**config.mk**
```make
export PLATFORM = sky130hd
export DESIGN_NAME = ram_arbiter
export DESIGN_NICKNAME = d
export VERILOG_FILES = /design/src/rtl/ram_arb_pkg.sv /design/src/rtl/ram_arb_rr.sv /design/src/rtl/ram_arbiter.sv
export SDC_FILE = /design/constraint.sdc
export NUM_CORES = 1
export LEC_CHECK = 0
export ABC_AREA = 1
export CAP_MARGIN = 10
export CELL_PAD_IN_SITES_DETAIL_PLACEMENT = 0
export CELL_PAD_IN_SITES_GLOBAL_PLACEMENT = 1
export CORE_MARGIN = 1.5
export CORE_UTILIZATION = 24
export CTS_BUF_LIST = sky130_fd_sc_hd__clkbuf_16
export CTS_CLUSTER_DIAMETER = 50
export CTS_CLUSTER_SIZE = 24
export DETAILED_ROUTE_END_ITERATION = 7
export GPL_TIMING_DRIVEN = 0
export HOLD_SLACK_MARGIN = 0.12
export PLACE_DENSITY_LB_ADDON = 0.1
export SYNTH_ARGS = -nofsm -noshare
export SYNTH_HDL_FRONTEND = slang
export SYNTH_SLANG_ARGS = --single-unit
export TNS_END_PERCENT = 50
```
**constraint.sdc**
```tcl
create_clock -name clk -period 1 [get_ports clk]
set_input_delay 0.2 -clock clk [delete_from_list [all_inputs] [get_ports clk]]
set_output_delay 0.2 -clock clk [all_outputs]
set_load 0.02 [all_outputs]
```
**src/rtl/ram_arb_pkg.sv**
```systemverilog
// ram_arb_pkg
// Shared types and default widths for the two-port RAM arbiter.
//   DEF_ADDR_W / DEF_DATA_W : default RAM geometry (32 x 8)
//   owner_t                 : which requester an access belongs to
//   ram_cmd_t               : one RAM command {we, addr, wdata}
//   rsp_tag_t               : per-command tag carried beside the RAM pipeline
package ram_arb_pkg;

   localparam int DEF_ADDR_W = 5;
   localparam int DEF_DATA_W = 8;

   typedef enum logic {
      OWN_A = 1'b0,
      OWN_B = 1'b1
   } owner_t;

   typedef struct packed {
      logic                  we;
      logic [DEF_ADDR_W-1:0] addr;
      logic [DEF_DATA_W-1:0] wdata;
   } ram_cmd_t;

   typedef struct packed {
      logic   valid;
      logic   is_read;
      owner_t owner;
   } rsp_tag_t;

endpackage

```
**src/rtl/ram_arb_rr.sv**
```systemverilog
// ram_arb_rr
// Two-way combinational grant logic for the RAM arbiter.
// Ports:
//   req_a, req_b   : requests (already masked by reset in the parent)
//   last_grant     : most recent winner, used to alternate on contention
//   gnt_a, gnt_b   : one-hot-or-zero grants
// Build option RAM_ARB_FIXED_PRIO_EN: when defined, A always wins contention
// and last_grant is ignored.
module ram_arb_rr
   import ram_arb_pkg::*;
(
   input  logic   req_a,
   input  logic   req_b,
   input  owner_t last_grant,
   output logic   gnt_a,
   output logic   gnt_b
);

`ifdef RAM_ARB_FIXED_PRIO_EN
   // A has absolute priority; B only wins when A is not asking.
   always_comb begin
      gnt_a = req_a;
      gnt_b = req_b & ~req_a;
   end
`else
   // On contention the requester that did not win last time goes next.
   always_comb begin
      gnt_a = 1'b0;
      gnt_b = 1'b0;
      if (req_a && req_b) begin
         if (last_grant == OWN_A) begin
            gnt_b = 1'b1;
         end else begin
            gnt_a = 1'b1;
         end
      end else begin
         gnt_a = req_a;
         gnt_b = req_b;
      end
   end
`endif

endmodule

```
**src/rtl/ram_arbiter.sv**
```systemverilog
// ram_arbiter
// Shares one synchronous single-port RAM between requesters A and B.
// Grant is combinational in cycle t, the RAM command is registered in t+1,
// read data is captured at the end of t+2 and returned with rvalid in t+3.
// Ports:
//   clk, rst                          : clock, synchronous active-high reset
//   req_x, we_x, addr_x, data_in_x    : request and command from requester x
//   gnt_x                             : request accepted this cycle
//   rvalid_x, data_out_x              : read response pulse / held read data
//   ram_en, ram_we, ram_addr, ram_wdata, ram_rdata : RAM macro interface
// Build option RAM_ARB_FIXED_PRIO_EN: fixed priority (A wins) instead of
// round-robin, with last_grant tied to B and unused by the grant logic.
module ram_arbiter
   import ram_arb_pkg::*;
#(
   parameter int ADDR_W = DEF_ADDR_W,
   parameter int DATA_W = DEF_DATA_W
) (
   input  logic              clk,
   input  logic              rst,
   input  logic              req_a,
   input  logic              req_b,
   input  logic              we_a,
   input  logic              we_b,
   input  logic [ADDR_W-1:0] addr_a,
   input  logic [ADDR_W-1:0] addr_b,
   input  logic [DATA_W-1:0] data_in_a,
   input  logic [DATA_W-1:0] data_in_b,
   output logic              gnt_a,
   output logic              gnt_b,
   output logic              rvalid_a,
   output logic              rvalid_b,
   output logic [DATA_W-1:0] data_out_a,
   output logic [DATA_W-1:0] data_out_b,
   output logic              ram_en,
   output logic              ram_we,
   output logic [ADDR_W-1:0] ram_addr,
   output logic [DATA_W-1:0] ram_wdata,
   input  logic [DATA_W-1:0] ram_rdata
);

   owner_t              last_grant;
   logic                accept;
   owner_t              sel_owner;
   logic                sel_we;
   logic [ADDR_W-1:0]   sel_addr;
   logic [DATA_W-1:0]   sel_wdata;
   rsp_tag_t            tag_cmd;
   rsp_tag_t            tag_rd;
   logic                cap_a;
   logic                cap_b;

   // Requests are masked while rst is high so no grant is issued in reset.
   ram_arb_rr u_rr (
      .req_a      (req_a & ~rst),
      .req_b      (req_b & ~rst),
      .last_grant (last_grant),
      .gnt_a      (gnt_a),
      .gnt_b      (gnt_b)
   );

   // Select the winning requester's command.
   always_comb begin
      accept    = gnt_a | gnt_b;
      sel_owner = gnt_b ? OWN_B : OWN_A;
      sel_we    = gnt_b ? we_b : we_a;
      sel_addr  = gnt_b ? addr_b : addr_a;
      sel_wdata = gnt_b ? data_in_b : data_in_a;
   end

`ifdef RAM_ARB_FIXED_PRIO_EN
   assign last_grant = OWN_B;
`else
   // Remember who won; reset to B so A wins the first contention.
   always_ff @(posedge clk) begin
      if (rst) begin
         last_grant <= OWN_B;
      end else if (accept) begin
         last_grant <= sel_owner;
      end
   end
`endif

   // Command stage: one registered RAM command per accepted request.
   always_ff @(posedge clk) begin
      if (rst) begin
         ram_en    <= 1'b0;
         ram_we    <= 1'b0;
         ram_addr  <= '0;
         ram_wdata <= '0;
      end else begin
         ram_en    <= accept;
         ram_we    <= accept & sel_we;
         ram_addr  <= sel_addr;
         ram_wdata <= sel_wdata;
      end
   end

   // Tag pipeline: tag_cmd sits beside the RAM command, tag_rd beside the
   // cycle in which ram_rdata is valid.
   always_ff @(posedge clk) begin
      if (rst) begin
         tag_cmd <= '0;
         tag_rd  <= '0;
      end else begin
         tag_cmd <= '{valid: accept, is_read: ~sel_we, owner: sel_owner};
         tag_rd  <= tag_cmd;
      end
   end

   assign cap_a = tag_rd.valid & tag_rd.is_read & (tag_rd.owner == OWN_A);
   assign cap_b = tag_rd.valid & tag_rd.is_read & (tag_rd.owner == OWN_B);

   // Response stage: steer read data to its owner and pulse rvalid once.
   always_ff @(posedge clk) begin
      if (rst) begin
         rvalid_a   <= 1'b0;
         rvalid_b   <= 1'b0;
         data_out_a <= '0;
         data_out_b <= '0;
      end else begin
         rvalid_a <= cap_a;
         rvalid_b <= cap_b;
         if (cap_a) begin
            data_out_a <= ram_rdata;
         end
         if (cap_b) begin
            data_out_b <= ram_rdata;
         end
      end
   end

endmodule

```
* Word level (Yosys, flattened, before mapping)
Cells that the tools add are included.
Operators by class: bitwise gates (word level) 10, mux-type cells 8, reduce and logical (&&, ||, !) cells 1
Operators with widths (count):
- 2-to-1 mux 8 bit | 1
- bitwise AND 1 bit | 6
- 2-to-1 mux 1 bit | 6
- 2-to-1 mux 5 bit | 1
- NOT 1 bit | 3
- logical AND 1 bit | 1
- bitwise OR 1 bit | 1
Word-level totals: input bits 40, register bits 39

* Depth between registers and ports, before layout
Gate-level depths: netlist of run 1.
depth in word-level cells 6, gate-level depth with buffers 7, gate-level depth less buffers 6

* Cells and area by module
Synthesis of run 1 repeated with hierarchy kept, for this count alone.
Unflattened totals: cells, all modules 197, area total of the unflattened synthesis 1476.4 um^2
Modules (own cells, without submodules):
- ram_arbiter | sequential area each 780.7 um^2, cells an instance 192, times used 1, area an instance 1455.1 um^2
- ram_arb_rr | sequential area each 0.0 um^2, cells an instance 5, times used 1, area an instance 21.3 um^2

* Least setup slack after synthesis of run 1
OpenSTA, ideal clock, no wires.
path type in2out, from input port rst, to output port gnt_a, cell stages on the path 4, data arrival time 770 ps, setup slack 30 ps, buffers on the path 1, required time 800 ps, cell sequence buf_6 inv_4 nand2_1 a21oi_1
Between the ends: longest elaborated chain between the ends 4, elaborated cells between the ends (all ways) 5
RTL lines:
- from (decl) | line ram_arbiter.sv:20 | input logic rst,
- NOT 1 bit * | line ram_arbiter.sv:55, ram_arbiter.sv:56
- bitwise AND 1 bit (on tied branches) | line ram_arbiter.sv:55, ram_arbiter.sv:56
- logical AND 1 bit | line ram_arb_rr.sv:30 | if (req_a && req_b) begin
- 2-to-1 mux 1 bit * | line ram_arb_rr.sv:30
- to (decl) | line ram_arbiter.sv:29 | output logic gnt_a,
Mark *: on every way between the ends. The rest lies on a longest branch, timed or not.

* Worst setup path in the final report of run 1
from register last_grant, to output port gnt_b
Between the ends: longest elaborated chain between the ends 2
RTL lines:
- from (decl) | line ram_arbiter.sv:42 | owner_t last_grant;
- from (signal assigned) | line ram_arbiter.sv:79 | last_grant <= sel_owner;
- 2-to-1 mux 1 bit | line ram_arb_rr.sv:31 | if (last_grant == OWN_A) begin
- 2-to-1 mux 1 bit | line ram_arb_rr.sv:30
- to (decl) | line ram_arbiter.sv:30 | output logic gnt_b,
No other way between the ends.

==> flow_summary_export.csv, run 1 <==
group,metric,value,unit
power,switching_share,23.2,%
floorplanning,core_area,5920,um2
clocking,cts_made_buffers,5,
drt,firstDrtPassIters,4,
yosys,yosysTopAreaCell,"dfxtp_1",
sta,setup_ws,-0.155,ns
critical_path,crit_path_end_kind,"output port",
placed_design,io_buffer_count,73,
clocking,cts.sinks,39,
cells_and_area,n_fill_cell,640,
min_path,hold_class,"input port to flip-flop",
power,pwr-share-seq,45.6,%
sta,worst_slew_pin_slew,0.228,ns
sta,fmax,866,MHz
critical_path,critPathArrivalTime,0.95,ns
cells_and_area,register_area,785,um2
sta,timing.final.crit_share,115,%
power,power.leakage,1.30,nW
sta,hold_viol,0,
sta,hold_ws,0.123,ns
placed_design,placed_cells_incl_taps,350,
floorplanning,die_height,81.2,um
yosys,ys.warnings.count,0,
clocking,cts_buffer_depth,2,
power,irDropWorstVdd,796,uV
yosys,synth_nets,242,
yosys,synth_most_common_cell,"nand2_1",
drt,drc,0,
yosys,synthTopCellsByArea,"dfxtp_1 (53%), nand2_1 (17%), nor2_1 (10%), inv_1 (6.9%), nand3_1 (5.1%)",
floorplanning,ios,75,
grt,grt_overflow,0,
job,maxCapViolCount,0,
yosys,synth-seq-cells,39,
drt,routed_wl,3.90,mm
grt,antenna_found_initial,0,
clocking,root_buffer,"clkbuf_16",
yosys,synth_area,1470,um2
critical_path,start_kind,"flip-flop",
yosys,ys_types,14,
cells_and_area,multi_input_area,539,um2
drt,vias_per_cell,3.82,
power,powerDensity,1490,nW/um2
placed_design,pre_cts_slack,-1.06,ns
critical_path,worstPathRequired,0.80,ns
floorplanning,dieArea,6590,um2
yosys,synth-edff-count,0,
grt,grt_max_degree,14,
floorplanning,fp-row-count,28,
clocking,cts_hold_buffers,0,
yosys,synth_area_per_cell,7.26,um2
run_status,violations,"setup timing",
yosys,dominantRegCellSynth,"dfxtp_1",
drt,drtAntennaViolNets,0,
sta,maxSlewViolCount,0,
sta,post-route-min-period,1.15,ns
cells_and_area,instances_no_fill,366,
clocking,path_clk_slew,0.06,ns
cells_and_area,final_util,40.9,%
sta,fin_tns_setup,-0.767,ns
power,power.internal,0.00277,W
yosys,synth_async_sr_flop_share,0,%
cells_and_area,area_growth,65.1,%
clocking,cts_tree,"built",
run_status,status,"finished, violations left",
power,p_comb_share,13.5,%
power,switchingPower,0.000838,W
sta,setup_viol,11,
sta,fin_skew,0.00332,ns
placed_design,hpwl,2.74,mm
yosys,syn-instance-count,202,
drt,vias,1398,
yosys,yosysSeqAreaShare,53.2,%
clocking,clk_latency,0.27,ns
grt,track_usage,12.6,%
floorplanning,start_util,24.8,%
cells_and_area,n_antenna_cell,0,
placed_design,gp_congestion,0.711,
critical_path,critPathKind,"flip-flop to output port",
grt,grt_pass1_wl,6.32,mm
sta,relSlewSlack,84.6,%
power,power_frac_clock,40.9,%
cells_and_area,drive_gt1_share,24.7,%
drt,first_iter_violations,26,
yosys,yosysTopAreaCellShare,53.2,%
grt,first_global_vias,1400,
cells_and_area,nets,331,
yosys,synth_common_cells,"nand2_1 (65), nor2_1 (40), dfxtp_1 (39)",
floorplanning,dieWidth,81.2,um
critical_path,critPathMaxFanout,2,
drt,wl_per_cell,10.7,um
clocking,cts-htree-levels,2,
sta,rsz0062_at_grt,"true",
worst max-delay path, stage by stage (launching register included):
cell     delay (ns)
dfxtp_2        0.32
nand2_2        0.09
nand3_4        0.10
inv_8          0.07
buf_6          0.10
final timing paths:
kind         startpoint  slack (ns)  cells past startpoint          end
min reg2reg  tag_cmd[0]        0.40                      2    tag_rd[0]
max          last_grant       -0.15                      4        gnt_b
max reg2reg  last_grant       -0.07                      6  ram_addr[2]
min                 rst        0.12                      2    tag_rd[2]
sequential cells by signal (all words and copies together) (netlist names):
name,count
rvalid_a,1
data_out_b,8
last_grant,1
tag_rd,3
ram_we,1
data_out_a,8
tag_cmd,3
rvalid_b,1
ram_addr,5
ram_wdata,8
power groups by stage:
stage          logic [W]  clock network (W)  registers, W
3_3_place_gp    0.000520                  0       0.00168
5_1_grt         0.000536            0.00159       0.00165
3_5_place_dp    0.000519                  0       0.00168
6_report        0.000486            0.00148       0.00164
4_1_cts         0.000478            0.00153       0.00164
2_1_floorplan   0.000138                  0       0.00175
layer usage:
metal	GRT usage, %	vias to the layer above	wire length (um)
met5	0	-	0
met4	5.17	0	44
met3	4.04	4	294
met2	20.3	46	1750
met1	15.4	579	1810
li1	-	769	-
metrics by stage:
| stage | total power [W] | instance area, um2 |
|---|---|---|
| final | 0.00360 | 2420 |
| after detailed placement | 0.00220 | 2290 |
| after floorplan | 0.00189 | 1470 |
| after CTS | 0.00365 | 2290 |
| after global routing | 0.00378 | 2420 |
| after global placement | 0.00220 | 2290 |
what timing repair did:
| action | CTS | global route |
|---|---|---|
| hold endpoints to repair | 0 | 0 |
| gates cloned | 0 | 1 |
| pin swaps | 2 | 4 |
| gates resized for setup | 154 | 17 |
| setup endpoints to repair | 70 | 40 |
| buffers inserted | 3 | 6 |
cell usage in the layout (no fill, tap or decap):
cell type / n
nor2_2: 4
nand3_4: 1
nand3_1: 15
inv_4: 1
dlygate4sd2_1: 2
clkdlybuf4s50_1: 36
nand2_2: 1
clkinv_2: 1
a21oi_1: 1
clkinv_1: 1
dfxtp_2: 3
dfxtp_1: 36
buf_2: 31
buf_6: 4
nand2_4: 2
nand2_1: 64
inv_2: 1
clkbuf_16: 6
inv_1: 26
inv_8: 1
buf_8: 2
o21ai_0: 1
buf_4: 13
nor2_1: 36
buf_12: 1
o211ai_1: 1
area by class of cell:
| class | count | share of cell area (%) |
|---|---|---|
| well taps | 75 | 3.88 |
| flip-flops and latches | 39 | 32.4 |
| plain buffers | 7 | 2.79 |
| clock buffers | 5 | 5.17 |
| repair buffers | 83 | 28.2 |
| inverters | 29 | 4.91 |
| clock inverters | 2 | 0.362 |
| multi-input cells | 126 | 22.3 |
cells by family after synthesis:
group | synth area share, %
flops | 53.2
compound gates | 1.19
simple gates | 34.0
buf+inv | 11.5
Power figures use the tool's default switching activity.
==> run 2: changes to the inputs <==
--- a/config.mk
+++ b/config.mk
@@ -18,6 +18,7 @@
 export GPL_TIMING_DRIVEN = 0
 export HOLD_SLACK_MARGIN = 0.12
 export PLACE_DENSITY_LB_ADDON = 0.1
+export SLEW_MARGIN = 20
 export SYNTH_ARGS = -nofsm -noshare
 export SYNTH_HDL_FRONTEND = slang
 export SYNTH_SLANG_ARGS = --single-unit
==> results of run 2 <==
Same layout as run 1: the final DEF is identical, and so are final timing and power.
==> run 3: changes to the inputs <==
--- a/config.mk
+++ b/config.mk
@@ -9,12 +9,13 @@
 export CAP_MARGIN = 10
 export CELL_PAD_IN_SITES_DETAIL_PLACEMENT = 0
 export CELL_PAD_IN_SITES_GLOBAL_PLACEMENT = 1
-export CORE_MARGIN = 1.5
+export CORE_MARGIN = 2
 export CORE_UTILIZATION = 24
 export CTS_BUF_LIST = sky130_fd_sc_hd__clkbuf_16
 export CTS_CLUSTER_DIAMETER = 50
 export CTS_CLUSTER_SIZE = 24
 export DETAILED_ROUTE_END_ITERATION = 7
+export GPL_ROUTABILITY_DRIVEN = 0
 export GPL_TIMING_DRIVEN = 0
 export HOLD_SLACK_MARGIN = 0.12
 export PLACE_DENSITY_LB_ADDON = 0.1
==> flow_summary_export.csv, run 3 (synthesis gave the netlist of run 1 again) <==
group,metric,value,unit
run_status,status,"finished, violations left",
run_status,violations,"setup timing",
floorplanning,die_height,82.2,um
drt,wl_per_cell,10.3,um
floorplanning,core_area,5920,um2
cells_and_area,layout_commonest_cell,"nand2_1",
cells_and_area,n_antenna_cell,0,
critical_path,critPathArrivalTime,0.96,ns
job,maxCapViolCount,0,
critical_path,regToRegEndpoint,"ram_addr[1]",
critical_path,critPathMaxFanout,2,
clocking,cts_buffer_depth,2,
cells_and_area,largestRegisters,"data_out_a: 8 flops, data_out_b: 8 flops, ram_wdata: 8 flops",
cells_and_area,final_cell_mix,"nand2_1 (64), nor2_1 (39), dfxtp_1 (38), clkdlybuf4s50_1 (36)",
sta,maxSlewViolCount,0,
sta,timing.final.crit_share,116,%
floorplanning,start_util,24.8,%
sta,rsz0062_at_grt,"true",
floorplanning,dieArea,6750,um2
cells_and_area,area_growth,60.4,%
floorplanning,dieWidth,82.2,um
clocking,root_buffer,"clkbuf_16",
sta,fmax,859,MHz
sta,fin_skew,0.00258,ns
critical_path,crit_path_end_kind,"output port",
drt,drc,0,
sta,relSlewSlack,82.6,%
critical_path,reg2reg_depth,6,
min_path,hold_class,"input port to flip-flop",
floorplanning,fp-row-count,28,
cells_and_area,drive_gt1_share,20.6,%
sta,setup_viol,11,
critical_path,worstPathRequired,0.80,ns
placed_design,pre_cts_slack,-1.09,ns
grt,antenna_found_initial,0,
grt,first_global_vias,1319,
drt,firstDrtPassIters,4,
drt,first_iter_violations,36,
clocking,path_clk_slew,0.06,ns
power,powerDensity,1540,nW/um2
min_path,hold_path_depth,4,
sta,worst_slew_pin_slew,0.258,ns
critical_path,r2r_slack,-0.06,ns
power,irDropWorstVdd,691,uV
grt,grt_pass1_wl,6.02,mm
sta,setup_ws,-0.164,ns
grt,grt_max_degree,14,
cells_and_area,nets,326,
clocking,clk_latency,0.28,ns
min_path,hp-start,"rst",
placed_design,hpwl,2.78,mm
floorplanning,ios,75,
grt,track_usage,11.9,%
clocking,cts.sinks,39,
drt,vias_per_cell,3.83,
power,power.leakage,1.26,nW
min_path,min_to,"tag_cmd[2]",
drt,vias,1385,
critical_path,critPathKind,"flip-flop to output port",
placed_design,io_buffer_count,73,
cells_and_area,final_util,39.7,%
clocking,cts_tree,"built",
drt,drtAntennaViolNets,0,
sta,fin_tns_setup,-0.803,ns
grt,grt_overflow,0,
sta,hold_viol,0,
sta,post-route-min-period,1.16,ns
critical_path,r2r_start,"last_grant",
critical_path,start_kind,"flip-flop",
clocking,cts_made_buffers,5,
clocking,cts-htree-levels,2,
drt,routed_wl,3.74,mm
==> run 3: cell types whose count changed in the layout (fill, tap and decap cells not counted), sizes merged <==
cell | before | now
inv | 29 | 30
clkbuf | 6 | 5
buf | 51 | 44
dlygate4sd3 | 0 | 3
==> run 3: area by class of cell <==
class | count | area (um2)
buffer | 5 | 37.5
clock buffer | 5 | 125
clock inverter | 3 | 11.3
fill | 641 | 3570
inverter | 29 | 119
multi-input combinational | 126 | 536
sequential | 39 | 782
tap | 75 | 93.8
timing repair buffer | 80 | 648
==> run 3: report_power, final <==
part / switching, W / total [W] / internal, W
registers: 0.0000193 / 0.00164 / 0.00162
logic: 0.000238 / 0.000488 / 0.000250
clock network: 0.000591 / 0.00149 / 0.000897
==> run 3: worst max-delay path by stage <==
| stage | depth (start not counted) | endpoint | slack, ns | start |
|---|---|---|---|---|
| after floorplan | 4 | gnt_a | 0.03 | rst |
| after global placement | 6 | gnt_b | -1.09 | req_a |
| after detailed placement | 6 | gnt_b | -1.09 | req_a |
| after CTS | 4 | gnt_b | -0.17 | last_grant |
| after global routing | 4 | gnt_b | -0.22 | last_grant |
| final | 4 | gnt_b | -0.16 | last_grant |
==> run 3: timing repair <==
item	in CTS	in global routing
endpoints found under the hold margin	1	0
hold buffers	3	0
resized for setup	154	15
setup endpoints to repair	70	44
cloned	0	0
pin swaps	1	2
setup buffers	3	1
==> run 3: critical path, stage by stage (launching register included) <==
cell and delay, ns:
dfxtp_2 0.32, nand2_2 0.09, nand3_4 0.10, inv_8 0.07, buf_6 0.10
==> run 3: layer usage <==
| metal | track usage, % | up-vias | wire length (um) |
|---|---|---|---|
| li1 | - | 761 | - |
| met1 | 13.7 | 570 | 1640 |
| met2 | 19.5 | 49 | 1710 |
| met3 | 4.89 | 5 | 334 |
| met4 | 5.00 | 0 | 50 |
| met5 | 0 | - | 0 |
==> run 3: per-stage QoR <==
stage / cells / area [um2] / total power (W) / hold WS [ns]
floorplan: 202 / 1470 / 0.00189 / 0.310
global placement: 350 / 2290 / 0.00220 / 0.393
detailed placement: 350 / 2290 / 0.00220 / 0.395
CTS: 363 / 2320 / 0.00367 / 0.280
global route: 362 / 2350 / 0.00380 / 0.320
finish: 362 / 2350 / 0.00362 / 0.270
